**config.mk**
```make
export PLATFORM = sky130hd
export DESIGN_NAME = serial_alu
export DESIGN_NICKNAME = d
export VERILOG_FILES = /design/src/rtl/serial_alu_pkg.sv /design/src/rtl/serial_alu_bit_cell.sv /design/src/rtl/serial_alu.sv
export SDC_FILE = /design/constraint.sdc
export NUM_CORES = 1
export LEC_CHECK = 0
export CAP_MARGIN = 10
export CORE_MARGIN = 2
export CORE_UTILIZATION = 55
export CTS_BUF_LIST = sky130_fd_sc_hd__clkbuf_4
export CTS_CLUSTER_DIAMETER = 60
export DETAILED_ROUTE_END_ITERATION = 16
export PLACE_DENSITY = 0.86
export SLEW_MARGIN = 20
export SYNTH_ARGS = -nofsm -noshare
export SYNTH_HDL_FRONTEND = slang
export SYNTH_SLANG_ARGS = --single-unit
```
**constraint.sdc**
```tcl
create_clock -name clk -period 4.4 [get_ports clk]
set_input_delay 0.44 -clock clk [delete_from_list [all_inputs] [get_ports clk]]
set_output_delay 0.44 -clock clk [all_outputs]
set_load 0.01 [all_outputs]
```
**src/rtl/serial_alu_pkg.sv**
```systemverilog
// serial_alu_pkg: shared types for the bit-serial ALU (op codes, FSM states).
package serial_alu_pkg;

  localparam int OP_W = 3;

  typedef enum logic [OP_W-1:0] {
    OP_OR   = 3'd0,
    OP_NOR  = 3'd1,
    OP_AND  = 3'd2,
    OP_NAND = 3'd3,
    OP_ADD  = 3'd4,
    OP_SUB  = 3'd5,
    OP_XOR  = 3'd6,
    OP_XNOR = 3'd7
  } op_e;

  typedef enum logic [1:0] {
    S_IDLE = 2'd0,
    S_RUN  = 2'd1,
    S_DONE = 2'd2
  } state_e;

endpackage

```
**src/rtl/serial_alu_bit_cell.sv**
```systemverilog
// alu_bit_cell: one-bit slice of the serial ALU, all eight ops, combinational.
module alu_bit_cell
  import serial_alu_pkg::*;
(
  input  logic a,
  input  logic b,
  input  logic cin,
  input  op_e  op,
  output logic y,
  output logic cout
);

  logic bx;

  // SUB is A + ~B + 1: invert B here, the +1 arrives as the initial carry.
  always_comb begin
    y    = 1'b0;
    cout = 1'b0;
    bx   = b ^ (op == OP_SUB);
    case (op)
      OP_OR:   y = a | b;
      OP_NOR:  y = ~(a | b);
      OP_AND:  y = a & b;
      OP_NAND: y = ~(a & b);
      OP_ADD,
      OP_SUB: begin
        y    = a ^ bx ^ cin;
        cout = (a & bx) | (a & cin) | (bx & cin);
      end
      OP_XOR:  y = a ^ b;
      OP_XNOR: y = ~(a ^ b);
      default: y = 1'b0;
    endcase
  end

endmodule

```
**src/rtl/serial_alu.sv**
```systemverilog
// serial_alu: WIDTH-bit ALU evaluated LSB first, one bit per clock.
// Optional macro SERIAL_ALU_PIPE_EN: accept a new op on the same edge a result is consumed.
module serial_alu
  import serial_alu_pkg::*;
#(
  parameter  int WIDTH = 8,
  localparam int CNT_W = $clog2(WIDTH + 1)
) (
  input  logic             clk,
  input  logic             rst_n,
  input  logic             in_valid,
  output logic             in_ready,
  input  logic [WIDTH-1:0] a,
  input  logic [WIDTH-1:0] b,
  input  logic [OP_W-1:0]  op,
  output logic             out_valid,
  input  logic             out_ready,
  output logic [WIDTH-1:0] y,
  output logic             flag_z,
  output logic             flag_c,
  output logic             flag_v
);

  state_e           state;
  logic [WIDTH-1:0] a_sh;
  logic [WIDTH-1:0] b_sh;
  logic [WIDTH-1:0] y_q;
  op_e              op_q;
  logic [CNT_W-1:0] cnt;
  logic             carry;
  logic             in_ready_q;
  logic             out_valid_q;
  logic             fz_q;
  logic             fc_q;
  logic             fv_q;

  logic             cell_y;
  logic             cell_cout;
  logic             is_arith;
  logic             last_bit;
  logic             accept;
  logic [WIDTH-1:0] y_next;

  alu_bit_cell u_cell (
    .a    (a_sh[0]),
    .b    (b_sh[0]),
    .cin  (carry),
    .op   (op_q),
    .y    (cell_y),
    .cout (cell_cout)
  );

  assign is_arith = (op_q == OP_ADD) || (op_q == OP_SUB);
  assign last_bit = (cnt == CNT_W'(WIDTH - 1));
  assign y_next   = {cell_y, y_q[WIDTH-1:1]};

`ifdef SERIAL_ALU_PIPE_EN
  assign in_ready = in_ready_q | (out_valid_q & out_ready);
`else
  assign in_ready = in_ready_q;
`endif

  assign accept    = in_valid & in_ready;
  assign out_valid = out_valid_q;
  assign y         = y_q;
  assign flag_z    = fz_q;
  assign flag_c    = fc_q;
  assign flag_v    = fv_q;

  // Control FSM plus datapath registers. The load path is hoisted above the
  // state case because it is shared by IDLE and (with the macro) DONE.
  always_ff @(posedge clk or negedge rst_n) begin
    if (!rst_n) begin
      state       <= S_IDLE;
      a_sh        <= '0;
      b_sh        <= '0;
      y_q         <= '0;
      op_q        <= OP_OR;
      cnt         <= '0;
      carry       <= 1'b0;
      in_ready_q  <= 1'b1;
      out_valid_q <= 1'b0;
      fz_q        <= 1'b0;
      fc_q        <= 1'b0;
      fv_q        <= 1'b0;
    end else if (accept) begin
      a_sh        <= a;
      b_sh        <= b;
      op_q        <= op_e'(op);
      cnt         <= '0;
      carry       <= (op_e'(op) == OP_SUB);
      state       <= S_RUN;
      in_ready_q  <= 1'b0;
      out_valid_q <= 1'b0;
    end else begin
      case (state)
        S_RUN: begin
          a_sh <= a_sh >> 1;
          b_sh <= b_sh >> 1;
          y_q  <= y_next;
          cnt  <= cnt + CNT_W'(1);
          if (is_arith) begin
            carry <= cell_cout;
          end
          if (last_bit) begin
            state       <= S_DONE;
            out_valid_q <= 1'b1;
            fz_q        <= (y_next == '0);
            fc_q        <= is_arith & cell_cout;
            fv_q        <= is_arith & (carry ^ cell_cout);
          end
        end
        S_DONE: begin
          if (out_ready) begin
            state       <= S_IDLE;
            out_valid_q <= 1'b0;
            in_ready_q  <= 1'b1;
          end
        end
        default: begin
        end
      endcase
    end
  end

endmodule

```
==> summary.md <==
| Metric | Value |
|---|---|
| Outcome | `finished, final reports clean` |
| Crit path time final | `2.12 ns` |
| First-pass GRT wire length | `6110 um` |
| Met2 Usage GRT | `37.4%` |
| PortBufs | `35` |
| Initial DRC Count | `51` |
| # DRC | `0` |
| Max Fclk | `471 MHz` |
| CTS Root Cell | `clkbuf_4` |
| Top cells by area, synth | `dfrtp_1 (51%), nand2_1 (9.2%), mux2_2 (5.0%)` |
| Total core area | `0.00308 sq mm` |
| Seq pwr share | `62.4%` |
| Leak Pwr | `1.01 nW` |
| Die width | `61.2 um` |
| Mean Syn Cell Area | `10.1 sq um` |
| Largest net degree at the start of global routing | `39` |
| All-Layer GR Usage | `22.9%` |
| Final GP Congestion | `0.819` |
| Clk sinks | `38` |
| H-tree Lvls | `2` |
| Final Non-Filler Cells | `257` |
| Switching Share | `21.4%` |
| Setup total negative slack | `0 ns` |
| Rel. slew slack | `30.9%` |
| Yosys top cell area share | `51.4%` |
| Postcts setup bufs | `0` |
| Max Cap Viol | `0` |
| Met1 global-route usage | `27.5%` |
| CP required | `4.64 ns` |
| Vias in the first global route | `1411` |
| Placed cells | `250` |
| Startpoint Class | `input pin` |
| Max IR drop VDD | `0.000218 V` |
| Switching pwr | `0.120 mW` |
| Pre-Repair DR Iteration Count | `4` |
| # setup viols final | `0` |
| RSZ-0062 raised after global routing | `false` |
| Synthesized area | `0.00180 sq mm` |
| Proportion of synthesized chip area in sequential cells | `52.8%` |
| CTS Buf Count | `5` |
| Worst-Skew Late Latency | `0.35 ns` |
| Die Y | `61.2 um` |
| Slew @ Worst Pin | `1.03 ns` |
| Crit. End Element | `flop` |
| Synth area leader | `dfrtp_1` |
| Int Power | `0.440 mW` |
| Dominant synthesized flop cell | `dfrtp_1` |
| PostCTS Resize Cnt | `0` |
| Worst Hold Class | `in2async` |
| Ports | `36` |
| Crit path kind | `in2reg` |
| Area grow syn2layout | `22.7%` |
| Critical Path AT | `2.36 ns` |
| CTS tree | `done` |
| CTS Buffer Depth | `2` |
| Final Net Count | `240` |
| Die ar. | `0.00375 sq mm` |
| Final period util | `48.3%` |
| Synthesized Nets | `206` |
| Layout Skew | `0.00360 ns` |
| Antenna violations before repair | `0` |
| Vias per Instance | `5.38` |
| Flops & latches, synth | `38` |
| Commonest cells after routing, fill and taps aside | `nand2_1 (44), dfrtp_1 (37), clkdlybuf4s50_1 (35)` |
| Final Hold Vio Count | `0` |
| Total gr overflow | `0` |
| Post-DP HPWL | `2640 um` |
| Post-synth EDFFs | `0` |
| Total chip power | `0.559 mW` |
| FP Rows | `20` |
| Hold_buf cts | `0` |
| Share of cells above drive strength 1 | `10.3%` |
| Ys Warns | `0` |
| Hold_ws | `0.489 ns` |
| Fin. max-slew vios | `0` |
| Gate power share | `5.0%` |
| WL/cell | `14.3 um` |
| Most common cell after layout, fill and taps aside | `nand2_1` |
| Worst-path maximum fanout | `32` |
| GRT busiest layer | `met2` |
| Ys async rst share | `100%` |
| DR vias | `1382` |
| Post-synth cell types | `34` |
| CTS clock-pin slew for the worst setup and hold paths | `0.11 ns` |
| GRT met3 Usage | `6.72%` |
| Synth Instances | `179` |
| Routed Antenna Nets | `0` |
| Clock share of power | `32.6%` |
| Initial Utilization | `58.5%` |
| N_diodes | `0` |
| Routed WL | `3670 um` |
| Power Density | `253 mW/mm^2` |
==> layout make-up <==
class                           count  area [sq um]
Sequential cell                    38           952
Fill cell                         241           867
Multi-Input combinational cell    127           774
Timing Repair Buffer               36           358
Tap cell                           44          55.1
Clock buffer                        7          52.6
Inverter                            5          18.8
==> power by group through the flow <==
| stage | clock (mW) | combinational (mW) | sequential [mW] |
|---|---|---|---|
| floorplan | 0 | 0.000602 | 0.356 |
| global placement | 0 | 0.0283 | 0.356 |
| detailed placement | 0 | 0.0287 | 0.356 |
| CTS | 0.186 | 0.0289 | 0.349 |
| global route | 0.201 | 0.0309 | 0.349 |
| finish | 0.182 | 0.0281 | 0.349 |
==> sequential cells by signal, summed over array words and instances (netlist names), 3 cells and up <==
register	flops
b_sh	8
cnt	4
y	8
op_q	3
a_sh	8
==> kinds of logic after synthesis <==
group           count (synthesis)  synth area share [%]
mux                            11                  6.67
fa+ha+maj                       4                  3.19
simple gates                   76                  19.0
flops                          38                  52.8
xor+xnor                        7                  3.40
compound gates                 29                  10.8
buf+inv                        14                  4.17
==> synth_stat cells, types with 2 or more instances <==
library cell  instances
nor2_1               19
o31ai_1               2
clkbuf_1              3
a21oi_1               2
a31oi_1              14
buf_2                 3
ha_1                  3
mux2i_1               3
o21ai_1               2
inv_1                 5
nand2b_1              3
xnor2_1               4
o21ai_0               4
nand2_1              44
mux2_2                8
dfrtp_1              37
o31ai_2               2
buf_6                 2
xor2_1                3
a22o_1                2
==> per-layer routing <==
| layer | vias to the layer above | part of all wire, % |
|---|---|---|
| li1 | 668 | - |
| met1 | 673 | 42 |
| met2 | 32 | 53 |
| met3 | 9 | 3.7 |
| met4 | 0 | 1.8 |
| met5 | - | 0 |
==> critical path: stages <==
cell and delay [ns]:
clkdlybuf4s50_1 0.49, nand2_1 0.60, nand2_2 0.45, mux2_2 0.38
==> path summary, 6_finish.rpt <==
check                      slack [ns]  depth (start not counted)                   end                 start
max                              2.28                          4      y[1]$_DFFE_PN0P_              in_valid
min                              0.49                          2    cnt[2]$_DFFE_PN0P_                 rst_n
max reg2reg                      2.30                          3      y[1]$_DFFE_PN0P_  in_ready$_DFFE_PN1P_
min reg2reg                      0.49                          2    flag_c$_DFFE_PN0P_    flag_c$_DFFE_PN0P_
max in group asynchronous        3.55                          2  in_ready$_DFFE_PN1P_                 rst_n
min in group clk                 0.49                          2    flag_c$_DFFE_PN0P_    flag_c$_DFFE_PN0P_
==> metrics by stage <==
stage	util [%]	instance area, sq um	setup WS [ns]
after floorplan	-	1800	2.55
after global placement	70.1	2160	1.97
after detailed placement	70.1	2160	1.90
after CTS	71.8	2210	2.28
after global routing	71.8	2210	2.14
final	71.8	2210	2.28
Power figures use the tool's default switching activity.
